`config.mk`:
```
export PLATFORM = sky130hd
export DESIGN_NAME = switch_mcu_ex_seq
export DESIGN_NICKNAME = d
export VERILOG_FILES = /design/src/rtl/switch_mcu_pkg.sv /design/src/rtl/switch_mcu_ex_seq.sv
export SDC_FILE = /design/constraint.sdc
export NUM_CORES = 1
export LEC_CHECK = 0
export BUFFER_PORTS_ARGS = -buffer_cell sky130_fd_sc_hd__buf_4
export CORE_MARGIN = 4
export CORE_UTILIZATION = 45
export DETAILED_ROUTE_END_ITERATION = 8
export MAX_ROUTING_LAYER = met4
export PLACE_DENSITY = 0.73
export SLEW_MARGIN = 20
export SYNTH_ARGS = -nofsm -noshare
export SYNTH_HDL_FRONTEND = slang
export SYNTH_SLANG_ARGS = --single-unit
```
`constraint.sdc`:
```
create_clock -name in_clk -period 4.2 [get_ports in_clk]
set_input_delay 0.42 -clock in_clk [delete_from_list [all_inputs] [get_ports in_clk]]
set_output_delay 0.42 -clock in_clk [all_outputs]
set_load 0.03 [all_outputs]
```
`src/rtl/switch_mcu_pkg.sv`:
```
// Shared definitions for the MCU execute sequencer: instruction classes,
// FSM state encodings and the default length of the execute phase.
package switch_mcu_pkg;

   // Instruction classes as decoded upstream; encodings 5..7 are illegal
   typedef enum logic [2:0] {
      TYPE_RTYPE  = 3'd0,
      TYPE_ITYPE  = 3'd1,
      TYPE_LOAD   = 3'd2,
      TYPE_STORE  = 3'd3,
      TYPE_BRANCH = 3'd4
   } instr_type_e;

   // Sequencer states
   typedef enum logic [1:0] {
      ST_IDLE = 2'd0,
      ST_RUN  = 2'd1,
      ST_DONE = 2'd2
   } seq_state_e;

   localparam int unsigned DEFAULT_LAST_CYCLE = 4;
   localparam int unsigned NUM_UNITS          = 5;

   // True for instruction classes that have an execute unit behind them
   function automatic logic is_legal_type(input logic [2:0] t);
      return (t <= 3'(TYPE_BRANCH));
   endfunction

   // True when at most one bit of an execute-enable vector is set
   function automatic logic at_most_one_hot(input logic [NUM_UNITS-1:0] v);
      return ((v & (v - 5'd1)) == 5'd0);
   endfunction

endpackage

```
`src/rtl/switch_mcu_ex_seq.sv`:
```
// Execute-phase sequencer: on a decoded instruction it enables one execute
// unit, broadcasts a cycle number 1..LAST_CYCLE (freezable by a bus stall),
// then retires the instruction and counts it. A flush aborts at any point.
module switch_mcu_ex_seq
   import switch_mcu_pkg::*;
#(
   parameter int unsigned LAST_CYCLE = DEFAULT_LAST_CYCLE,
   parameter int unsigned RETIRE_W   = 16
) (
   input  logic                in_clk,
   input  logic                in_rst,
   input  logic                in_start,
   input  logic [2:0]          in_type,
   input  logic                in_stall,
   input  logic                in_flush,
   output logic [3:0]          out_cycle_cnt,
   output logic [4:0]          out_en,
   output logic                out_busy,
   output logic                out_done,
   output logic                out_illegal,
   output logic [RETIRE_W-1:0] out_retired
);

   localparam logic [3:0] LAST_CNT = 4'(LAST_CYCLE);

   seq_state_e          state;
   seq_state_e          next_state;
   logic [3:0]          cnt_nxt;
   logic [4:0]          en_nxt;
   logic                busy_nxt;
   logic                done_nxt;
   logic                illegal_nxt;
   logic [RETIRE_W-1:0] retired_nxt;

   // State register; reset drops straight back to IDLE
   always_ff @(posedge in_clk or negedge in_rst) begin
      if (!in_rst) begin
         state <= ST_IDLE;
      end else begin
         state <= next_state;
      end
   end

   // Next-state selection; flush overrides every other condition
   always_comb begin
      next_state = state;
      if (in_flush) begin
         next_state = ST_IDLE;
      end else begin
         case (state)
            ST_IDLE: begin
               if (in_start && is_legal_type(in_type)) begin
                  next_state = ST_RUN;
               end else begin
                  next_state = ST_IDLE;
               end
            end
            ST_RUN: begin
               if (!in_stall && (out_cycle_cnt == LAST_CNT)) begin
                  next_state = ST_DONE;
               end else begin
                  next_state = ST_RUN;
               end
            end
            ST_DONE: begin
               next_state = ST_IDLE;
            end
            default: begin
               next_state = ST_IDLE;
            end
         endcase
      end
   end

   // Next values of the registered outputs
   always_comb begin
      cnt_nxt     = out_cycle_cnt;
      en_nxt      = out_en;
      done_nxt    = 1'b0;
      illegal_nxt = 1'b0;
      retired_nxt = out_retired;
      if (in_flush) begin
         cnt_nxt = 4'd0;
         en_nxt  = 5'd0;
      end else begin
         case (state)
            ST_IDLE: begin
               cnt_nxt = 4'd0;
               en_nxt  = 5'd0;
               if (in_start) begin
                  if (is_legal_type(in_type)) begin
                     cnt_nxt = 4'd1;
                     en_nxt  = 5'd1 << in_type;
                  end else begin
                     illegal_nxt = 1'b1;
                  end
               end else begin
                  illegal_nxt = 1'b0;
               end
            end
            ST_RUN: begin
               if (in_stall) begin
                  cnt_nxt = out_cycle_cnt;
               end else if (out_cycle_cnt == LAST_CNT) begin
                  // Retire: unit enable stays up through DONE
                  cnt_nxt  = 4'd0;
                  done_nxt = 1'b1;
               end else begin
                  cnt_nxt = out_cycle_cnt + 4'd1;
               end
            end
            ST_DONE: begin
               cnt_nxt     = 4'd0;
               en_nxt      = 5'd0;
               retired_nxt = out_retired + RETIRE_W'(1);
            end
            default: begin
               cnt_nxt = 4'd0;
               en_nxt  = 5'd0;
            end
         endcase
      end
      busy_nxt = (next_state != ST_IDLE);
   end

   // Output registers
   always_ff @(posedge in_clk or negedge in_rst) begin
      if (!in_rst) begin
         out_cycle_cnt <= 4'd0;
         out_en        <= 5'd0;
         out_busy      <= 1'b0;
         out_done      <= 1'b0;
         out_illegal   <= 1'b0;
         out_retired   <= '0;
      end else begin
         out_cycle_cnt <= cnt_nxt;
         out_en        <= en_nxt;
         out_busy      <= busy_nxt;
         out_done      <= done_nxt;
         out_illegal   <= illegal_nxt;
         out_retired   <= retired_nxt;
      end
   end

endmodule

```
==> metrics.md <==
| Metric | Value |
|---|---|
| CP Capture Type | `flip-flop` |
| Placement Setup Slack | `between 2 and 2.5 ns` |
| Fin crit period | `between 1.5 and 2 ns` |
| Startpoint Class | `flip-flop` |
| Core Area | `2805 um^2` |
| Tcrit/Tclk final | `approximately 37%` |
| CP peak stage delay | `between 0.5 and 0.6 ns` |
| Initial antenna violation count | `0` |
| Design area | `between 1500 and 2000 um^2` |
| Slew headroom | `between 50 and 60%` |
| Power Density | `roughly 300 nW/um^2` |
| Final std cells w/o fill | `192` |
| CP bufs+invs | `0` |
| Placed insts | `roughly 180` |
| Clock latency on the worst-skew pair | `between 0.3 and 0.4 ns` |
| Commonest cells post-synth | `30 x dfrtp_1, 19 x nand2_1, 12 x xnor2_1` |
| Register area share after synthesis | `a little under three fifths` |
| WP data arrival | `approximately 1.8 ns` |
| Placed cell areas | `between 1500 and 2000 um^2` |
| Final wirelength | `approximately 2600 um` |
| Synth Cell Area | `1335 um^2` |
| Max frequency | `between 600 and 700 MHz` |
| Area contributors post-synth | `dfrtp_1 56%, xnor2_1 7.9%, nand2_1 5.3%, ha_1 2.8%, nand3_1 2.2%` |
| Clock sink count | `30` |
| Total GRT Usage | `15.98%` |
| Via count | `1,010` |
| CTS root buf | `clkbuf_4` |
| Kind of critical path | `flip-flop to flip-flop` |
| Starting DRT DRC Count | `30` |
| Gates resized, CTS repair | `0` |
| PortBufs | `35` |
| Total CTS buffers | `5` |
| Number of buffers added for setup after CTS | `0` |
| Synth area leader | `dfrtp_1` |
| Clock skew | `a little under 0.007 ns` |
| CP max FO | `4` |
| RSZ-0062 raised after global routing | `no` |
| HPWL after detailed placement | `1947 um` |
| Synth Register Bits | `30` |
| Antenna viol nets, final | `0` |
| Top-count cell post-synth | `dfrtp_1` |
| H-tree depth | `2` |
| Leak | `about 0.86 nW` |
| Fin nets | `171` |
| GPL Wtd Cong | `roughly 0.87` |
| Post-synth cell types | `33` |
| Synth top area share | `about 56%` |
| Diode count | `0` |
| Number of global-route vias before repair | `1,060` |
| Worst EP required | `around 4.4 ns` |
| Ys flop type | `dfrtp_1` |
| Worst vdd ir | `between 0.15 and 0.2 mV` |
| Ys Warns | `0` |
| Drt drc | `0` |
| First-pass DRT Iterations | `4` |
| # rows | `19` |
| Setup slack after layout | `2.626 ns` |
| Actual slew at the worst max-slew pin | `about 0.60 ns` |
| Via density | `5.260` |
| Pwr Total | `approximately 0.00051 W` |
| DIE WIDTH | `between 60 and 70 um` |
| Die area | `3902 um^2` |
| Family with the most delay on the worst path | `simple AND/OR/NAND/NOR gates` |
| # setup viols final | `0` |
| Slowest CP cell | `nor4b_1` |
| CTS tree | `done` |
| Fraction of layout cells with a size suffix above 1 | `just under 30%` |
| WL/cell | `13.41 um` |
| Initial Utilization | `between 40% and 50%` |
| Crit-path cells | `nor4b_1 > and2b_2 > nand2_1 > o21ai_0` |
| Die Height | `between 60 and 70 um` |
| IO Count | `36` |
| Clock transition at the registers of the reported paths | `approximately 0.090 ns` |
| Final Max Slew Viols | `0` |
| Post-synth EDFFs | `0` |
| Fraction of registers with async set/reset | `100.0%` |
| Synth Instances | `between 100 and 150` |
| CTS max path bufs | `2` |
| Mapped Avg Cell Area | `11.13 um^2` |
| Hold violation count in the final report | `0` |
| First-pass GRT wire length | `4726 um` |
| Pin count of the biggest net entering global routing | `31` |
| Area added between synthesis and finish | `26.90%` |
| Max Cap Violations | `0` |
| Total gr overflow | `0` |
| Hold Path Class | `input pin to flip-flop` |
| Outcome | `finished, final reports clean` |
| Mapped Nets | `approximately 130` |
| Setup TNS | `0 ns` |
[registers in the layout, summed over array words and instances, names as in the netlist]
| name | count |
|---|---|
| out_retired | 16 |
| out_en | 5 |
| out_cycle_cnt | 4 |
| state | 2 |
| out_busy | 1 |
| out_done | 1 |
| out_illegal | 1 |
[worst paths after layout]
path	depth (start not counted)	slack, ns	endpoint	startpoint
worst max-delay path	4	2.63	out_en[1]$_DFFE_PN0P_	state[0]$_DFF_PN0_
worst min-delay path	2	0.31	out_en[2]$_DFFE_PN0P_	in_type[0]
worst max register to register	4	2.63	out_en[1]$_DFFE_PN0P_	state[0]$_DFF_PN0_
worst min register to register	1	0.48	out_retired[15]$_DFFE_PN0P_	out_retired[15]$_DFFE_PN0P_
max in group asynchronous	2	3.38	out_retired[8]$_DFFE_PN0P_	in_rst
min in group asynchronous	2	0.55	out_retired[7]$_DFFE_PN0P_	in_rst
[power by group]
part / internal, W / switching, W
combinational: 0.0000146 / 0.0000254
clock: 0.0000810 / 0.0000938
sequential: 0.000293 / 0.00000416
[per-stage QoR]
step | util, % | hold slack, ns
2_1_floorplan | - | 0.1244
3_3_place_gp | 57.89 | 0.3675
3_5_place_dp | 57.89 | 0.3702
4_1_cts | 60.39 | 0.2914
5_1_grt | 60.39 | 0.2823
6_report | 60.39 | 0.3111
[final cells by class]
| type | instances | area [um^2] |
|---|---|---|
| Multi-Input combinational cell | 84 | 560.5 |
| Inverter | 3 | 11.26 |
| Timing Repair Buffer | 36 | 272.8 |
| Clock buffer | 7 | 55.05 |
| Clock inverter | 1 | 5.005 |
| Tap cell | 31 | 38.79 |
| Sequential cell | 30 | 750.7 |
| Fill cell | 250 | 1111 |
[cells by family (layout without fill, tap and decap cells)]
kind of cell	count (synthesis)	count (layout)	share of synthesized area (%)
buffers and inverters	6	47	1.780
AO/OA/AOI/OAI	12	12	5.811
flip-flops	30	30	56.23
AND/OR/NAND/NOR	52	52	21.93
adder cells (fa/ha/maj)	3	3	2.812
multiplexers	2	2	1.593
XOR/XNOR	15	15	9.841
[cell usage in the layout, fill, tap and decap left out, drive strengths merged, types with 2 or more instances in the layout]
cell type	synthesis	layout
xor2	3	3
dfrtp	30	30
nor4b	2	2
and3	2	2
ha	3	3
o21ai	6	6
clkbuf	2	7
nor2	8	8
nand4	3	3
inv	3	3
a21oi	2	2
nand3	6	6
buf	1	35
nor3	2	2
nand2	19	19
a32o	2	2
xnor2	12	12
[timing repair]
| item | CTS | global route |
|---|---|---|
| hold buffers | 1 | 0 |
| endpoints found under the hold margin | 11 | 0 |
| setup endpoints to repair | 0 | 0 |
[metal layers]
metal / wire length, um / part of all wire (%) / track usage, % / vias to the layer above
met5: 0 / 0 / - / -
met1: 1147 / 45 / 18.14 / 481
met3: 169 / 6.6 / 7.194 / 7
li1: - / - / - / 494
met4: 46 / 1.8 / 5.785 / 0
met2: 1210 / 47 / 24.90 / 28
(Power assumes the default switching activity.)
